## config.mk

```make
export PLATFORM = sky130hd
export DESIGN_NAME = subtracter32bit_arbiter
export DESIGN_NICKNAME = d
export VERILOG_FILES = /design/src/rtl/subtracter32bit_arbiter.sv
export SDC_FILE = /design/constraint.sdc
export NUM_CORES = 1
export LEC_CHECK = 0
export ABC_AREA = 1
export CORE_MARGIN = 2
export CORE_UTILIZATION = 41
export CTS_CLUSTER_SIZE = 28
export DETAILED_ROUTE_END_ITERATION = 10
export PLACE_DENSITY = 0.79
export SETUP_SLACK_MARGIN = 0.1
export SYNTH_ARGS = -nofsm -noshare
export SYNTH_HDL_FRONTEND = slang
export SYNTH_SLANG_ARGS = --single-unit
```

## constraint.sdc

```tcl
create_clock -name clk -period 3.25 [get_ports clk]
set_input_delay 0.975 -clock clk [delete_from_list [all_inputs] [get_ports clk]]
set_output_delay 0.975 -clock clk [all_outputs]
set_load 0.03 [all_outputs]
```

## src/rtl/subtracter32bit_arbiter.sv

```systemverilog
// subtracter32bit_arbiter: one shared 32-bit subtracter time-multiplexed
// between NREQ valid/ready requesters, with a registered, tagged response.
// Build option: define SUBARB_RR_EN for round-robin arbitration; without it
// the lowest-indexed valid requester always wins and no pointer exists.

// Shared datapath: 33-bit result, bit 32 is the unsigned borrow.
module subtracter32bit (
  input  logic [31:0] a,
  input  logic [31:0] b,
  output logic [32:0] result
);
  assign result = {1'b0, a} - {1'b0, b};
endmodule

module subtracter32bit_arbiter #(
  parameter  int NREQ = 4,
  localparam int ID_W = ($clog2(NREQ) > 1) ? $clog2(NREQ) : 1
) (
  input  logic                 clk,
  input  logic                 rst,
  input  logic [NREQ-1:0]      req_valid,
  input  logic [NREQ*32-1:0]   req_a,
  input  logic [NREQ*32-1:0]   req_b,
  output logic [NREQ-1:0]      req_ready,
  output logic                 resp_valid,
  input  logic                 resp_ready,
  output logic [ID_W-1:0]      resp_id,
  output logic [32:0]          resp_result,
  output logic                 busy
);

  typedef enum logic [1:0] {IDLE, CALC, RESP} state_t;

  state_t                 state, state_nxt;
  logic [NREQ-1:0][31:0]  a_lane, b_lane;
  logic [31:0]            op_a, op_b;
  logic [ID_W-1:0]        op_id;
  logic [32:0]            sub_res;
  logic                   gnt_vld;
  logic [ID_W-1:0]        gnt;
  logic                   lo_vld;
  logic [ID_W-1:0]        lo_idx;

  assign a_lane = req_a;
  assign b_lane = req_b;
  assign busy   = (state != IDLE);

  // Lowest-index valid requester (fixed priority, and the wrap-around half of RR).
  always_comb begin
    lo_vld = 1'b0;
    lo_idx = '0;
    for (int i = 0; i < NREQ; i++) begin
      if (!lo_vld && req_valid[i]) begin
        lo_vld = 1'b1;
        lo_idx = ID_W'(i);
      end
    end
  end

`ifdef SUBARB_RR_EN
  logic [ID_W-1:0] ptr;
  logic            hi_vld;
  logic [ID_W-1:0] hi_idx;

  // Round-robin: first valid at or above the pointer, else wrap to the lowest.
  always_comb begin
    hi_vld = 1'b0;
    hi_idx = '0;
    for (int i = 0; i < NREQ; i++) begin
      if (!hi_vld && req_valid[i] && (ID_W'(i) >= ptr)) begin
        hi_vld = 1'b1;
        hi_idx = ID_W'(i);
      end
    end
    gnt_vld = hi_vld | lo_vld;
    gnt     = hi_vld ? hi_idx : lo_idx;
  end

  // Pointer moves to the slot after the winner, only when a grant happens.
  always_ff @(posedge clk) begin
    if (rst)
      ptr <= '0;
    else if (state == IDLE && gnt_vld)
      ptr <= (gnt == ID_W'(NREQ-1)) ? '0 : gnt + 1'b1;
  end
`else
  // Fixed priority: lowest index wins.
  always_comb begin
    gnt_vld = lo_vld;
    gnt     = lo_idx;
  end
`endif

  // Accept is only offered in IDLE and never while reset is asserted.
  always_comb begin
    req_ready = '0;
    for (int i = 0; i < NREQ; i++)
      req_ready[i] = (state == IDLE) && !rst && gnt_vld && (gnt == ID_W'(i));
  end

  // Next-state logic: IDLE -> CALC on grant, CALC -> RESP, RESP -> IDLE on accept.
  always_comb begin
    state_nxt = state;
    case (state)
      IDLE:    if (gnt_vld)    state_nxt = CALC;
      CALC:                    state_nxt = RESP;
      RESP:    if (resp_ready) state_nxt = IDLE;
      default:                 state_nxt = IDLE;
    endcase
  end

  // State and response registers; reset aborts any in-flight operation.
  always_ff @(posedge clk) begin
    if (rst) begin
      state       <= IDLE;
      resp_valid  <= 1'b0;
      resp_id     <= '0;
      resp_result <= '0;
    end else begin
      state <= state_nxt;
      if (state == CALC) begin
        resp_valid  <= 1'b1;
        resp_id     <= op_id;
        resp_result <= sub_res;
      end else if (state == RESP && resp_ready) begin
        resp_valid  <= 1'b0;
      end
    end
  end

  // Operand capture on the handshake edge; feeds the shared subtracter in CALC.
  always_ff @(posedge clk) begin
    if (!rst && state == IDLE && gnt_vld) begin
      op_a  <= a_lane[gnt];
      op_b  <= b_lane[gnt];
      op_id <= gnt;
    end
  end

  subtracter32bit u_sub (
    .a      (op_a),
    .b      (op_b),
    .result (sub_res)
  );

endmodule

```

* Yosys cells after proc, flatten, opt, wreduce, memory -nomap -nowiden
Cells that the tools add are included.
** Cells by class
- Add/subtract/negate cells :: 1
- $lt $le $gt $ge :: 1
- Equality and inequality tests :: 7
- Multiplexer cells :: 16
- Reductions and logical operators :: 19
** Operator list (count)
- 32-bit binary-select mux with 2-bit select :: 2
- 32-bit 2-to-1 mux :: 2
- 32-bit by 32-bit subtractor with 33-bit output :: 1
- 1-bit logical AND :: 10
- 2-bit 2-to-1 mux :: 4
- 1-bit 2-to-1 mux :: 7
- 2-bit == test (second input constant) :: 3
- 2-bit one-hot mux with 3 select lines :: 1
- 2-bit by 1-bit == test with 1-bit output (second input constant) :: 2
- 1-bit logical NOT :: 4
- 2-bit logical NOT :: 2
- 2-bit inequality test (second input constant) :: 2
- 2-bit nonzero test :: 2
- 2-bit by 3-bit less-than comparator with 1-bit output (second input constant) :: 1
- 2-bit AND reduction :: 1
** Word-level totals
- Register bits after elaboration :: 104
- Input bits :: 263
- Output and inout port bits :: 41
- Word-level logic and storage cells :: 51

* Logic depth before layout (Yosys ltp)
- Depth after elaboration :: 12
- Mapped depth :: 16
- Mapped depth without buffers :: 16

* Cells and area by module
A second synthesis with hierarchy kept.
** Unflattened totals
- Cell total of the unflattened synthesis :: 1488
- Area, all modules :: 8803.4 um^2
** Modules (own cells, without submodules)
- subtracter32bit_arbiter :: instances 1, cells an instance 938, area each 6231.0 um^2
- subtracter32bit :: instances 1, cells an instance 550, area each 2572.5 um^2

* Worst setup path before layout
Ideal clock, no wire load.
- Path type :: input port to flip-flop
- Start point :: input port rst
- End point :: register op_a[0] (enable)
- Library setup time :: 420 ps
- Arrival :: 2673 ps
- Path slack :: 157 ps
- Stages on the path :: 4
- Path buffers :: 1
- Cells stage by stage :: clkbuf_1 -> nor2_1 -> nand2_1 -> inv_1
** Between the ends
- Longest elaborated chain between the ends :: 3
** Ends and longest elaborated chain
- from (decl) :: RTL line 20 : input logic rst,
- 1-bit logical NOT :: RTL line 133 : if (!rst && state == IDLE && gnt_vld) begin
- 1-bit logical AND (2 in series) :: RTL line 133
- to (signal assigned) :: RTL line 134 : op_a <= a_lane[gnt];
- to (decl) :: RTL line 36 : logic [31:0] op_a, op_b;
No other way between the ends.
A chain may end at the register's enable or synchronous reset.

* Final worst setup path
- Start point :: input port req_valid[3]
- End point :: output port req_ready[3]
** Between the ends
- Longest elaborated chain between the ends :: 4
- Elaborated cells between the ends (all ways) :: 6
** Ends and longest elaborated chain
- from (decl) :: RTL line 21 : input logic [NREQ-1:0] req_valid,
- 1-bit logical AND * :: RTL line 53 : if (!lo_vld && req_valid[i]) begin
- 2-bit 2-to-1 mux / 1-bit 2-to-1 mux (equally long branches) :: RTL line 53
- 2-bit == test / 1-bit logical AND (equally long branches) :: RTL line 98 : req_ready[i] = (state == IDLE) && !rst && gnt_vld && (gnt == ID_W'(i));
- 1-bit logical AND * :: RTL line 98
- to (decl) :: RTL line 24 : output logic [NREQ-1:0] req_ready,
Mark *: on every way between the ends. The rest lies on a longest branch, timed or not.

==> out/summary.md <==
The worst path needs 3127 ps of the cycle, external delays included. The first TritonRoute pass finished after 7 iterations. The via count of the first global-routing pass is 7853. The min-delay analysis places its worst path in the category flop to flop. Dividing total power by cell area gives a power density of 400.0 nW/um2. After detailed routing, the average wire length per cell comes to 15.13 um. The run gives 360 ps as the latest clock arrival within the worst-skew pair.

Cells fill 60.78% of the core in the end. IR analysis of the VDD net gives a maximum drop of 0.2523 mV. For the number of nets in the synthesized netlist, the log shows 1482. After detailed routing, the total wire length is 25910 um. The static leakage power came out at 5.173 nW. After technology mapping, the gate count stands at 1186. For this design the top-level I/O count stands at 304. The tools report the number of warnings issued by yosys as 0.

In this run the critical register-to-register path is captured at resp_result[16]. The run gives 462 as the count of routing violations after the opening detailed-route iteration. After filler insertion, the fill cell instance count of the layout stands at 1792. At the end of routability-driven placement, the weighted congestion stood at 0.8937. The width of the die was 141.9 um; the number of cell instances on the worst register-to-register path was 13. The clock transition at the registers of the reported paths is 70 ps, and the area added between synthesis and finish is 45.91%.

The worst hold path cell count was 2; the remaining number of nets flagged by the antenna check after routing was 0. The run gives 53.54% as the max-slew headroom at the worst pin. The average instance in the mapped netlist occupies 6.569 um2.

In this run the standard cell core region covers 18710 um2. The row count was 50. The synthesized design contains 66 enable-type register cells.

Once placement finished, the instance area stood at 11060 um2. Overall power consumption after layout is estimated at 0.004547 W. The tools report the sink of the worst hold path as resp_valid. For the pin with the worst max-slew slack, the measured transition is 696.9 ps.

Entering global routing, the biggest net connects 67 pins. The logs give 319.8 MHz for the highest clock frequency the design can meet and 104 for the clock sink count. The worst setup path is of the input port to primary output kind.

The tools report the post-route setup TNS as 0 ps. Source of the worst hold timing path: resp_valid. The run gives 0 as the count of pins over their slew limit. Global-route wire length before repair: 40490 um. Leaving out fill and tap cells, the most frequent cell in the layout is sky130_fd_sc_hd__nand2_1. Global routing used 25.68% of the available tracks across all layers. TritonCTS built the clock tree. With fillers left out, the area of the finished cells amounts to 11370 um2.

The tools report the number of setup violations in the final report as 0. Clock tree synthesis selected as its root buffer the cell sky130_fd_sc_hd__clkbuf_16. After synthesis the netlist holds a flip-flop and latch count of 104. The startpoint identified for the worst register-to-register timing path is op_b[0]. In the synthesized netlist the async set-or-reset flop fraction comes to 0%.

For the worst setup path, the data required time is 2270 ps. The clock tree synthesis step divided the H-tree into 3 levels. The post-synthesis cell area was 7791 um2. The die covers 20120 um2. For the total of hold buffers inserted after clock tree synthesis, the log shows 0. The worst path uses 96.20% of the clock period.

The final HPWL from detailed placement is 20880 um. The setup check on the worst reg-to-reg path leaves a slack of 1030 ps. Clock tree synthesis inserted a total of 9 buffers. Of the cells placed in the final design, the portion with a size suffix greater than 1 is 4.195%. The die height was 141.9 um; the arrival time at the worst endpoint was 2150 ps. The portion of the post-synthesis area used by sequential elements was 35.20%; the total number of nets in the final design was 1769. The flow ran to the end, and the final reports show no timing, DRC or antenna violations.

The count of buffers from port buffering is 303, and the DRC violation count after routing is 0. Summed over all layers, the global routing overflow is 0. The number of antenna violations at the first check in global routing was 1. The final route contains 8348 vias. Maximum fanout count along the critical path: 3. Once the floorplan was initialized, standard cells occupied 41.65% of the core. Clock skew on the completed layout was measured at 9.621 ps. The worst setup path is launched from an input port.

The maximum count of clock buffers along a single path came out at 2. Endpoint class of the critical path: a primary output. The max-capacitance violation count is 0. In the synthesized netlist the dominant register cell turns out to be sky130_fd_sc_hd__edfxtp_1. The netlist uses 36 different library cells.

Dividing the detail-routed via count by the number of cells gives 4.873. Setup repair after global routing could not meet its margin everywhere. In the layout the commonest cells are sky130_fd_sc_hd__nand2_1, sky130_fd_sc_hd__clkdlybuf4s50_1, sky130_fd_sc_hd__inv_1.

The number of hold-slack violations in the final timing report is 0.
kinds of logic (layout without fill, tap and decap cells):
logic type | count (synthesis) | after routing | synth area share (%)
xor+xnor | 12 | 12 | 1.349
other cells | 0 | 1 | 0
flops | 104 | 104 | 35.20
buf+inv | 244 | 536 | 12.61
fa+ha+maj | 33 | 33 | 5.396
simple gates | 607 | 607 | 31.25
compound gates | 186 | 186 | 14.20
registers in the layout, indices dropped and copies added, names as in the netlist:
register     count
resp_result     33
resp_id          2
resp_valid       1
op_id            2
op_b            32
state            2
op_a            32
synthesized netlist by cell type (2+ instances only):
library cell	number	area share (%)
sky130_fd_sc_hd__a21oi_1	27	1.7
sky130_fd_sc_hd__and2_1	3	0.24
sky130_fd_sc_hd__buf_2	5	0.32
sky130_fd_sc_hd__buf_4	12	1.2
sky130_fd_sc_hd__buf_6	2	0.29
sky130_fd_sc_hd__clkbuf_1	23	1.1
sky130_fd_sc_hd__dfxtp_1	38	9.8
sky130_fd_sc_hd__edfxtp_1	66	25
sky130_fd_sc_hd__ha_1	32	5.1
sky130_fd_sc_hd__inv_1	197	9.5
sky130_fd_sc_hd__inv_2	4	0.19
sky130_fd_sc_hd__nand2_1	373	18
sky130_fd_sc_hd__nand2_2	7	0.56
sky130_fd_sc_hd__nand3_1	40	2.6
sky130_fd_sc_hd__nand3_2	2	0.26
sky130_fd_sc_hd__nand3b_1	3	0.29
sky130_fd_sc_hd__nor2_1	165	7.9
sky130_fd_sc_hd__nor2_2	3	0.24
sky130_fd_sc_hd__nor2_4	2	0.29
sky130_fd_sc_hd__nor3_1	3	0.19
sky130_fd_sc_hd__nor3_2	3	0.39
sky130_fd_sc_hd__o211ai_1	63	6.1
sky130_fd_sc_hd__o21ai_0	45	2.9
sky130_fd_sc_hd__o21ai_1	43	2.8
sky130_fd_sc_hd__o21bai_1	3	0.29
sky130_fd_sc_hd__o22ai_1	2	0.16
sky130_fd_sc_hd__xnor2_1	3	0.34
sky130_fd_sc_hd__xor2_1	9	1.0
cell type report:
type                       count  area (um2)  area share, %
multi-input combinational    838        4081          35.90
timing repair buffer         319        3206          28.20
sequential                   104        2743          24.13
inverter                     201       754.5          6.637
tap                          234       292.8          2.575
clock buffer                  11       232.7          2.047
clock inverter                 5       56.30         0.4953
antenna                        1       2.502        0.02201
power breakdown:
| group | internal (W) | switching [W] |
|---|---|---|
| Clock | 0.000599 | 0.000505 |
| Sequential | 0.00158 | 0.0000615 |
| Combinational | 0.000793 | 0.00101 |
layer usage:
| layer | wire (um) | vias to the layer above | track usage (%) |
|---|---|---|---|
| met2 | 12300 | 267 | 43.05 |
| met3 | 1442 | 33 | 3.307 |
| met4 | 581 | 0 | 7.105 |
| li1 | - | 4328 | - |
| met5 | 0 | - | 0 |
| met1 | 11590 | 3720 | 34.98 |
worst max-delay path, stage by stage:
cell and delay [ps]:
sky130_fd_sc_hd__clkdlybuf4s50_1 510, sky130_fd_sc_hd__nand3_2 120, sky130_fd_sc_hd__buf_4 160, sky130_fd_sc_hd__nor3_1 130
sky130_fd_sc_hd__buf_4 150, sky130_fd_sc_hd__buf_12 110
stage by stage:
| step | instances | setup slack, ps | hold slack [ps] |
|---|---|---|---|
| after CTS | 1712 | 104.5 | 463.2 |
| after global placement | 1695 | 18.54 | 447.3 |
| after floorplan | 1186 | 157.0 | 447.5 |
| after detailed placement | 1695 | 10.29 | 453.9 |
| after global routing | 1713 | 51.16 | 491.8 |
| final | 1713 | 123.4 | 461.5 |
what timing repair did:
action	CTS	global route
cloned	0	0
setup buffers	1	0
pin swaps	1	0
endpoints found under the setup margin	1	2
gates resized for setup	3	2
worst max-delay path by stage:
stage                 start           end  slack, ps  depth (start not counted)
6_report       req_valid[3]  req_ready[3]        120                          6
5_1_grt                 rst  req_ready[0]         50                          6
4_1_cts        req_valid[2]  req_ready[0]        100                          9
3_5_place_dp   req_valid[1]  req_ready[0]         10                          9
3_3_place_gp   req_valid[1]  req_ready[0]         20                          9
2_1_floorplan           rst       op_a[0]        160                          4
Power figures use the tool's default switching activity.
